### src/rtl/seg_display_scheduler.sv
// Two-port arbitrated display queue that shows each word on seg_out for DWELL_CYCLES clocks.
// Define SEG_SCHED_GAP_EN to insert GAP_CYCLES blank clocks after every word.
module seg_display_scheduler #(
  parameter int DATA_W       = 24,
  parameter int DEPTH        = 32,
  parameter int DWELL_CYCLES = 100000000,
  parameter int GAP_CYCLES   = 1000
) (
  input  logic                     clk,
  input  logic                     rst_n,
  input  logic                     req_a,
  input  logic [DATA_W-1:0]        data_a,
  input  logic                     req_b,
  input  logic [DATA_W-1:0]        data_b,
  output logic                     gnt_a,
  output logic                     gnt_b,
  input  logic                     flush,
  output logic [DATA_W-1:0]        seg_out,
  output logic                     busy,
  output logic                     full,
  output logic                     empty,
  output logic [$clog2(DEPTH):0]   count
);

  localparam int AW   = $clog2(DEPTH);
  localparam int CW   = AW + 1;
  localparam int TMAX = (DWELL_CYCLES > GAP_CYCLES) ? DWELL_CYCLES : GAP_CYCLES;
  localparam int TW   = $clog2(TMAX + 1);
  localparam logic [TW-1:0] DWELL_LOAD = TW'(DWELL_CYCLES - 1);
`ifdef SEG_SCHED_GAP_EN
  localparam logic [TW-1:0] GAP_LOAD   = TW'(GAP_CYCLES - 1);
`endif

  typedef enum logic [1:0] {
    ST_IDLE = 2'd0,
    ST_SHOW = 2'd1,
    ST_GAP  = 2'd2
  } state_t;

  state_t              state_q, state_d;
  logic [TW-1:0]       timer_q, timer_d;
  logic [DATA_W-1:0]   seg_q, seg_d;
  logic                busy_q, busy_d;
  logic [AW-1:0]       wr_ptr_q, wr_ptr_d;
  logic [AW-1:0]       rd_ptr_q, rd_ptr_d;
  logic [CW-1:0]       count_q, count_d;
  logic                prio_a_q, prio_a_d;
  logic [DATA_W-1:0]   mem_q [DEPTH];

  logic                full_s, empty_s, can_push_s, push_s, pop_s, timeout_s, multi_s;
  logic [DATA_W-1:0]   wdata_s, head_s, next_s;
  logic [AW-1:0]       rd_ptr_inc_s;

  // Round-robin arbiter: priority only moves when both ports contend.
  always_comb begin
    full_s     = (count_q == CW'(DEPTH));
    empty_s    = (count_q == {CW{1'b0}});
    can_push_s = rst_n & ~flush & ~full_s;
    gnt_a      = can_push_s & req_a & (~req_b | prio_a_q);
    gnt_b      = can_push_s & req_b & (~req_a | ~prio_a_q);
    push_s     = gnt_a | gnt_b;
    if (gnt_b) begin
      wdata_s = data_b;
    end else begin
      wdata_s = data_a;
    end
    if (gnt_a && req_b) begin
      prio_a_d = 1'b0;
    end else if (gnt_b && req_a) begin
      prio_a_d = 1'b1;
    end else begin
      prio_a_d = prio_a_q;
    end
  end

  // Queue bookkeeping; a flush clears everything regardless of push/pop.
  always_comb begin
    rd_ptr_inc_s = rd_ptr_q + AW'(1'b1);
    head_s       = mem_q[rd_ptr_q];
    next_s       = mem_q[rd_ptr_inc_s];
    timeout_s    = (timer_q == {TW{1'b0}});
    multi_s      = (count_q > CW'(1'b1));
    if (flush) begin
      wr_ptr_d = {AW{1'b0}};
      rd_ptr_d = {AW{1'b0}};
      count_d  = {CW{1'b0}};
    end else begin
      if (push_s) begin
        wr_ptr_d = wr_ptr_q + AW'(1'b1);
      end else begin
        wr_ptr_d = wr_ptr_q;
      end
      if (pop_s) begin
        rd_ptr_d = rd_ptr_inc_s;
      end else begin
        rd_ptr_d = rd_ptr_q;
      end
      count_d = count_q + CW'(push_s) - CW'(pop_s);
    end
  end

  // Next-state logic of the display FSM.
  always_comb begin
    state_d = state_q;
    if (flush) begin
      state_d = ST_IDLE;
    end else begin
      case (state_q)
        ST_IDLE: begin
          if (!empty_s) begin
            state_d = ST_SHOW;
          end else begin
            state_d = ST_IDLE;
          end
        end
        ST_SHOW: begin
          if (!timeout_s) begin
            state_d = ST_SHOW;
`ifdef SEG_SCHED_GAP_EN
          end else begin
            state_d = ST_GAP;
          end
`else
          end else if (multi_s) begin
            state_d = ST_SHOW;
          end else begin
            state_d = ST_IDLE;
          end
`endif
        end
`ifdef SEG_SCHED_GAP_EN
        ST_GAP: begin
          if (!timeout_s) begin
            state_d = ST_GAP;
          end else if (!empty_s) begin
            state_d = ST_SHOW;
          end else begin
            state_d = ST_IDLE;
          end
        end
`endif
        default: state_d = ST_IDLE;
      endcase
    end
  end

  // FSM outputs: display word, dwell/gap timer and the pop strobe.
  always_comb begin
    pop_s   = 1'b0;
    timer_d = timer_q;
    seg_d   = seg_q;
    if (flush) begin
      timer_d = {TW{1'b0}};
      seg_d   = {DATA_W{1'b0}};
    end else begin
      case (state_q)
        ST_IDLE: begin
          if (!empty_s) begin
            seg_d   = head_s;
            timer_d = DWELL_LOAD;
          end else begin
            seg_d   = {DATA_W{1'b0}};
            timer_d = {TW{1'b0}};
          end
        end
        ST_SHOW: begin
          if (!timeout_s) begin
            timer_d = timer_q - TW'(1'b1);
          end else begin
            pop_s = 1'b1;
`ifdef SEG_SCHED_GAP_EN
            seg_d   = {DATA_W{1'b0}};
            timer_d = GAP_LOAD;
`else
            // next_s is valid only because more than one entry is queued
            if (multi_s) begin
              seg_d   = next_s;
              timer_d = DWELL_LOAD;
            end else begin
              seg_d   = {DATA_W{1'b0}};
              timer_d = {TW{1'b0}};
            end
`endif
          end
        end
`ifdef SEG_SCHED_GAP_EN
        ST_GAP: begin
          if (!timeout_s) begin
            timer_d = timer_q - TW'(1'b1);
          end else if (!empty_s) begin
            seg_d   = head_s;
            timer_d = DWELL_LOAD;
          end else begin
            seg_d   = {DATA_W{1'b0}};
            timer_d = {TW{1'b0}};
          end
        end
`endif
        default: begin
          seg_d   = {DATA_W{1'b0}};
          timer_d = {TW{1'b0}};
        end
      endcase
    end
    busy_d = (state_d != ST_IDLE);
  end

  // State register with synchronous active-low reset.
  always_ff @(posedge clk) begin
    if (!rst_n) begin
      state_q  <= ST_IDLE;
      timer_q  <= {TW{1'b0}};
      seg_q    <= {DATA_W{1'b0}};
      busy_q   <= 1'b0;
      wr_ptr_q <= {AW{1'b0}};
      rd_ptr_q <= {AW{1'b0}};
      count_q  <= {CW{1'b0}};
      prio_a_q <= 1'b1;
    end else begin
      state_q  <= state_d;
      timer_q  <= timer_d;
      seg_q    <= seg_d;
      busy_q   <= busy_d;
      wr_ptr_q <= wr_ptr_d;
      rd_ptr_q <= rd_ptr_d;
      count_q  <= count_d;
      prio_a_q <= prio_a_d;
    end
  end

  // Queue storage; contents need no reset since count gates every read.
  always_ff @(posedge clk) begin
    if (push_s) begin
      mem_q[wr_ptr_q] <= wdata_s;
    end
  end

  assign seg_out = seg_q;
  assign busy    = busy_q;
  assign full    = full_s;
  assign empty   = empty_s;
  assign count   = count_q;

endmodule

### config.mk
export PLATFORM = sky130hd
export DESIGN_NAME = seg_display_scheduler
export DESIGN_NICKNAME = d
export VERILOG_FILES = /design/src/rtl/seg_display_scheduler.sv
export SDC_FILE = /design/constraint.sdc
export NUM_CORES = 1
export LEC_CHECK = 0
export CORE_AREA = 2 2 249 251
export CTS_BUF_LIST = sky130_fd_sc_hd__clkbuf_8
export CTS_CLUSTER_SIZE = 30
export DETAILED_ROUTE_END_ITERATION = 12
export DIE_AREA = 0 0 251 253
export PLACE_DENSITY = 0.82
export SLEW_MARGIN = 0
export SYNTH_ARGS = -nofsm -noshare
export SYNTH_HDL_FRONTEND = slang
export SYNTH_SLANG_ARGS = --single-unit
### constraint.sdc
create_clock -name clk -period 7.93 [get_ports clk]
set_clock_uncertainty 0.1 [all_clocks]
set_input_delay 0.793 -clock clk [delete_from_list [all_inputs] [get_ports clk]]
set_output_delay 0.793 -clock clk [all_outputs]
set_load 0.05 [all_outputs]
==> results.py, run 1 <==
metrics = {
    "global_route": {
        "grt_pass1_vias": 24100,
        "grt_pass1_wl_mm": 153,
        "grt-ovfl-total": 0,
        "grt.total_usage_pct": 33.6,
        "grt_max_degree": 87,
        "antenna_found_initial": 2,
    },
    "hold_path": {
        "hp-class": "reg -> reg",
    },
    "timing": {
        "relSlewSlack_pct": 13.3,
        "setup_violations": 0,
        "period_needed_ns": 4.75,
        "hold_viol_final": 0,
        "hold_slack_ns": 0.396,
        "fmax_mhz": 210,
        "tightest_slew_ns": 1.30,
        "rsz0062_at_grt": "no",
        "drv_slew": 0,
        "min_period_over_period_pct": 59.9,
        "finalSetupTns_ns": 0,
    },
    "synthesis": {
        "post_synth_fa_ha_maj_area_fraction_pct": 0.562,
        "synthMuxAreaShare_pct": 25.3,
        "synthTopCellsByArea": "edfxtp_1 (59%), mux4_2 (17%), mux2i_1 (7.4%), dfxtp_1 (3.8%), a22oi_1 (1.8%)",
        "ys_seq_area_share_pct": 62.7,
        "synth_edf_count": 768,
        "synth_top_area_cell": "edfxtp_1",
        "syn_inst": 2282,
        "ys_types": 53,
        "yosys_warnings": 0,
        "ys_ff_latch": 842,
        "synthXorXnorAreaFrac_pct": 0.780,
        "synth-compound-area-share_pct": 5.30,
        "synth_flop_cell": "edfxtp_1",
        "netlist_area_um2": 39200,
        "synthSimpleGateAreaFrac_pct": 3.19,
        "synth.top_cell.area_share_pct": 58.9,
        "syn_area_per_cell_um2": 17.2,
        "synth_top_family_by_area": "multiplexers",
        "async_reset_ff_share_pct": 0,
        "syn-num-nets": 2352,
    },
    "clock_tree": {
        "post_cts_resized": 0,
        "clk_latency_ns": 0.79,
        "cts-root-buf": "clkbuf_8",
        "numClockSinks": 842,
        "cts_buffer_depth": 3,
        "cts_setup_buffers": 0,
        "cts_hold_buf": 0,
        "htreeDepth": 4,
        "path_clk_slew_ns": 0.06,
        "cts_tree": "built",
        "cts_buffers": 130,
    },
    "status": {
        "status": "finished clean",
    },
    "floorplan": {
        "io_pins": 88,
        "core_um2": 61000,
        "initial_core_util_pct": 64.2,
        "dieArea_um2": 63500,
        "die-height_um": 253,
        "placementRows": 91,
        "die-width_um": 251,
    },
    "critical_path": {
        "path_buf_inv": 3,
        "critical_path_peak_fanout": 25,
        "arrival_ns": 3.86,
        "critPathMostFrequentCell": "clkdlybuf4s50_1",
        "r2r_slack_ns": 3.55,
        "slowest_delay_ns": 0.93,
        "crit_path_start_kind": "input pin",
        "required_ns": 7.04,
        "cp-end-kind": "primary output",
        "critical-path-top-delay-family": "buffers and inverters",
        "crit_slowest_cell": "clkdlybuf4s50_1",
        "path_class": "in -> out",
        "worstPathCellList": "clkdlybuf4s50_1 > nand2b_1 > nor2_1 > nand3_1 > inv_2 > clkdlybuf4s50_1",
    },
    "placed_design": {
        "placed_cell_area_um2": 40900,
        "dp_hpwl_mm": 61.9,
        "globalplace.congestion": 0.863,
        "portBuffers": 87,
    },
    "flow_run": {
        "max_cap_violations": 0,
    },
    "power_and_ir_drop": {
        "ir_drop_mv": 0.146,
        "cellLeakagePower_nw": 13.0,
        "power_mw": 9.26,
        "p_per_area_nw_per_um2": 214,
    },
    "drt": {
        "drc": 0,
        "vias_per_cell": 7.27,
        "drtAntennaViolNets": 0,
        "drt_first_pass_iters": 8,
        "drt_iter0_markers": 3490,
        "drt-total-wl_mm": 105,
        "vias": 23800,
        "wl_per_cell_um": 32.1,
    },
    "layout": {
        "fillers": 3649,
        "post-route-util_pct": 71.0,
        "final_common_cell": "edfxtp_1",
        "drive_gt1_share_pct": 24.8,
        "final_area_um2": 43300,
        "syn_to_final_growth_pct": 10.7,
        "most-common-layout-cells": "edfxtp_1 (768), mux2i_1 (289), mux4_2 (288)",
        "nets": 2447,
    },
}
## path summary, 6_finish.rpt
kind | from | end | depth (start not counted)
setup / recovery | flush | gnt_b | 6
setup reg to reg | rd_ptr_q[0]$_SDFFE_PP0N_ | seg_out[12]$_SDFFE_PP0P_ | 8
hold reg to reg | timer_q[0]$_SDFF_PP0_ | timer_q[0]$_SDFF_PP0_ | 1
hold / removal | timer_q[0]$_SDFF_PP0_ | timer_q[0]$_SDFF_PP0_ | 1
## metal layers
metal / vias to the layer above / GRT usage (%) / wire length [um]
met1: 11900 / 44.4 / 36300
met2: 1889 / 52.1 / 49400
met5: - / 0 / 38
met4: 2 / 15.0 / 4410
met3: 335 / 10.5 / 15100
li1: 9618 / - / -
## power breakdown
group / internal, mW / switching, mW
Combinational: 0.312 / 0.529
Sequential: 4.91 / 0.0404
Clock: 1.78 / 1.69
Total: 7.00 / 2.26
## cells in the mapped netlist (2+ instances only)
cell type,instances
buf_1,4
mux4_2,288
mux2i_1,289
nand4_1,4
nand2b_1,4
or3_1,6
or4_1,3
buf_4,19
mux2_2,46
xor2_1,13
xnor2_1,20
nor3b_1,3
a22oi_1,96
a221oi_1,25
nor4bb_1,2
nand2_1,95
and4b_1,2
o21bai_1,2
ha_1,16
nor2_1,69
buf_2,66
clkbuf_1,82
o21ai_1,26
a21oi_1,101
and3_1,4
inv_1,17
nor2b_1,10
a22o_1,24
o21ai_0,3
nand3_1,7
o22ai_1,23
a31oi_1,2
o21a_1,4
nor4_1,33
and2_1,8
edfxtp_1,768
a21o_1,4
nand3b_1,4
or3b_2,2
or2_2,2
dfxtp_1,74
## cell families after synthesis
group,count (synthesis)
buf+inv,190
compound gates,315
flops,842
xor+xnor,34
simple gates,261
fa+ha+maj,17
mux,623
## state kept, by name, indices dropped and copies added (netlist names), named ones only
signal,flops
seg_out,24
prio_a_q,1
wr_ptr_q,5
state_q,1
timer_q,27
mem_q,768
count,6
rd_ptr_q,5
## through the flow
| stage | worst slack [ns] | instances |
|---|---|---|
| 5_1_grt | 3.05 | 3272 |
| 6_report | 3.18 | 3273 |
| 3_3_place_gp | 3.29 | 3035 |
| 2_1_floorplan | 3.26 | 2282 |
| 4_1_cts | 3.21 | 3271 |
| 3_5_place_dp | 3.21 | 3035 |
## area by class of cell
cell class                 instances  area [um2]  area share (%)
multi-input combinational       1250       14000            32.2
tap                              790         988            2.28
sequential                       842       24600            56.7
clock inverter                    91         493            1.14
antenna                            2        5.00          0.0115
inverter                          18        67.6           0.156
timing repair buffer             135        1270            2.93
clock buffer                     145        2000            4.60
(Power assumes the default switching activity.)
==> run 2, diff against run 1 <==
CORE_AREA = 2 2 263 265   (was 2 2 249 251)
DIE_AREA = 0 0 265 267   (was 0 0 251 253)
PLACE_DENSITY = 0.78   (was 0.82)
clock period = 4.1 ns   (was 7.93 ns; I/O delays follow)
==> run 2 against run 1 <==
Against the previous run:
- global-route usage fell by 1.9 points
- design area up 2.0%
- final cell count grew 5.5%
- first-iteration DRC count decreased by 5.6%
- critical path type is now reg -> reg
==> results.py, run 2 (synthesized netlist as in run 1, its figures left out) <==
metrics = {
    "timing": {
        "finalSetupTns_ns": 0,
        "fmax_mhz": 282,
        "period_needed_ns": 3.54,
        "setup_violations": 0,
        "relSlewSlack_pct": 27.7,
        "drv_slew": 0,
        "min_period_over_period_pct": 86.4,
        "rsz0062_at_grt": "no",
        "tightest_slew_ns": 1.08,
        "hold_viol_final": 0,
    },
    "critical_path": {
        "crit_slowest_cell": "nor3b_1",
        "critPathMostFrequentCell": "inv_1",
        "slowest_delay_ns": 0.48,
        "arrival_ns": 4.11,
        "required_ns": 4.67,
        "r2r_slack_ns": 0.56,
        "worstPathCellList": "inv_1 > ha_1 > nor3b_1 > and4b_1 > nand3_1 > nor3b_1 > ha_1 > inv_1 > ha_1 > inv_1 > fa_1 > inv_1 > a21oi_1 > nor2_1 > nor2_1 > xor2_1 > nor2_1",
        "crit_path_start_kind": "register",
        "critical_path_peak_fanout": 5,
        "cp-end-kind": "register",
        "path_class": "reg -> reg",
        "path_buf_inv": 4,
        "critical-path-top-delay-family": "simple AND/OR/NAND/NOR gates",
    },
    "global_route": {
        "grt.total_usage_pct": 31.7,
        "grt_pass1_vias": 24800,
        "grt_pass1_wl_mm": 161,
        "grt-ovfl-total": 0,
        "antenna_found_initial": 2,
        "grt_max_degree": 93,
    },
    "placed_design": {
        "portBuffers": 87,
        "dp_hpwl_mm": 65.8,
        "placed_cell_area_um2": 41700,
        "globalplace.congestion": 0.885,
    },
    "power_and_ir_drop": {
        "cellLeakagePower_nw": 13.5,
        "p_per_area_nw_per_um2": 405,
        "power_mw": 17.9,
        "ir_drop_mv": 0.248,
    },
    "clock_tree": {
        "post_cts_resized": 0,
        "htreeDepth": 4,
        "cts_setup_buffers": 0,
        "path_clk_slew_ns": 0.06,
        "cts_buffer_depth": 3,
        "cts_hold_buf": 0,
        "cts-root-buf": "clkbuf_8",
        "cts_buffers": 138,
        "numClockSinks": 842,
        "clk_latency_ns": 0.79,
        "cts_tree": "built",
    },
    "floorplan": {
        "placementRows": 96,
        "core_um2": 68000,
        "die-width_um": 265,
        "initial_core_util_pct": 57.6,
        "dieArea_um2": 70800,
        "io_pins": 88,
        "die-height_um": 267,
    },
    "drt": {
        "drt_iter0_markers": 3295,
        "vias_per_cell": 7.01,
        "wl_met3_mm": 13.5,
        "top_layer": "met4",
        "vias": 24200,
        "drt_first_pass_iters": 5,
        "wl_per_cell_um": 31.9,
        "drc": 0,
        "drt-met1-wl_mm": 39.7,
        "drtAntennaViolNets": 0,
        "met2_wirelength_mm": 52.0,
        "drt-total-wl_mm": 110,
    },
    "layout": {
        "final_area_um2": 44200,
        "nets": 2532,
        "syn_to_final_growth_pct": 12.9,
        "largest_reg_flops": 768,
        "fillers": 4594,
        "most-common-layout-cells": "edfxtp_1 (768), mux2i_1 (289), mux4_2 (288)",
        "top_register": "mem_q",
        "drive_gt1_share_pct": 27.0,
        "final_common_cell": "edfxtp_1",
    },
    "hold_path": {
        "hp-class": "in -> reg",
    },
    "status": {
        "status": "finished clean",
    },
    "flow_run": {
        "max_cap_violations": 0,
    },
}
-- run 2: per-layer routing --
| metal | up-vias | track usage [%] |
|---|---|---|
| met1 | 12400 | 42.3 |
| met5 | - | 0 |
| met4 | 0 | 14.5 |
| li1 | 9805 | - |
| met2 | 1723 | 49.7 |
| met3 | 312 | 7.81 |
-- run 2: where the power goes --
part           internal [mW]  total [mW]  switching [mW]
Clock                   3.40        6.68            3.28
Combinational          0.630        1.66            1.03
Sequential              9.48        9.54          0.0611
Total                   13.5        17.9            4.37
-- run 2: final cells by class --
| type | count | area (um2) | share of cell area (%) |
|---|---|---|---|
| sequential | 842 | 24600 | 55.6 |
| inverter | 18 | 67.6 | 0.153 |
| clock inverter | 94 | 405 | 0.917 |
| multi-input combinational | 1250 | 14000 | 31.6 |
| clock buffer | 152 | 2090 | 4.73 |
| tap | 882 | 1100 | 2.50 |
| timing repair buffer | 212 | 1990 | 4.51 |
| antenna | 2 | 5.00 | 0.0113 |
-- run 2: through the flow --
step	instances	util, %	worst slack (ns)	hold WS, ns
2_1_floorplan	2282	-	0.0618	0.353
3_3_place_gp	3204	61.3	0.708	0.359
3_5_place_dp	3204	61.3	0.597	0.361
4_1_cts	3450	65.0	0.523	0.0206
5_1_grt	3451	65.0	0.275	0.0878
6_report	3452	65.0	0.556	0.0748
-- run 2: worst reg2reg max path, cell delays in order, from the launching register on --
cell     delay (ns)
dfxtp_1        0.34
inv_1          0.07
ha_1           0.17
nor3b_1        0.48
and4b_1        0.40
nand3_1        0.20
nor3b_1        0.24
ha_1           0.26
inv_1          0.06
ha_1           0.17
inv_1          0.07
fa_1           0.43
inv_1          0.07
a21oi_1        0.06
nor2_1         0.09
nor2_1         0.05
xor2_1         0.13
nor2_1         0.06
-- run 2: final timing paths --
kind	start	endpoint	cells after the start
max	timer_q[0]$_SDFF_PP0_	count[4]$_SDFF_PP0_	17
min	rst_n	prio_a_q$_SDFFE_PN1P_	2
max reg2reg	timer_q[0]$_SDFF_PP0_	count[4]$_SDFF_PP0_	17
min reg2reg	seg_out[5]$_SDFFE_PP0P_	seg_out[5]$_SDFFE_PP0P_	2
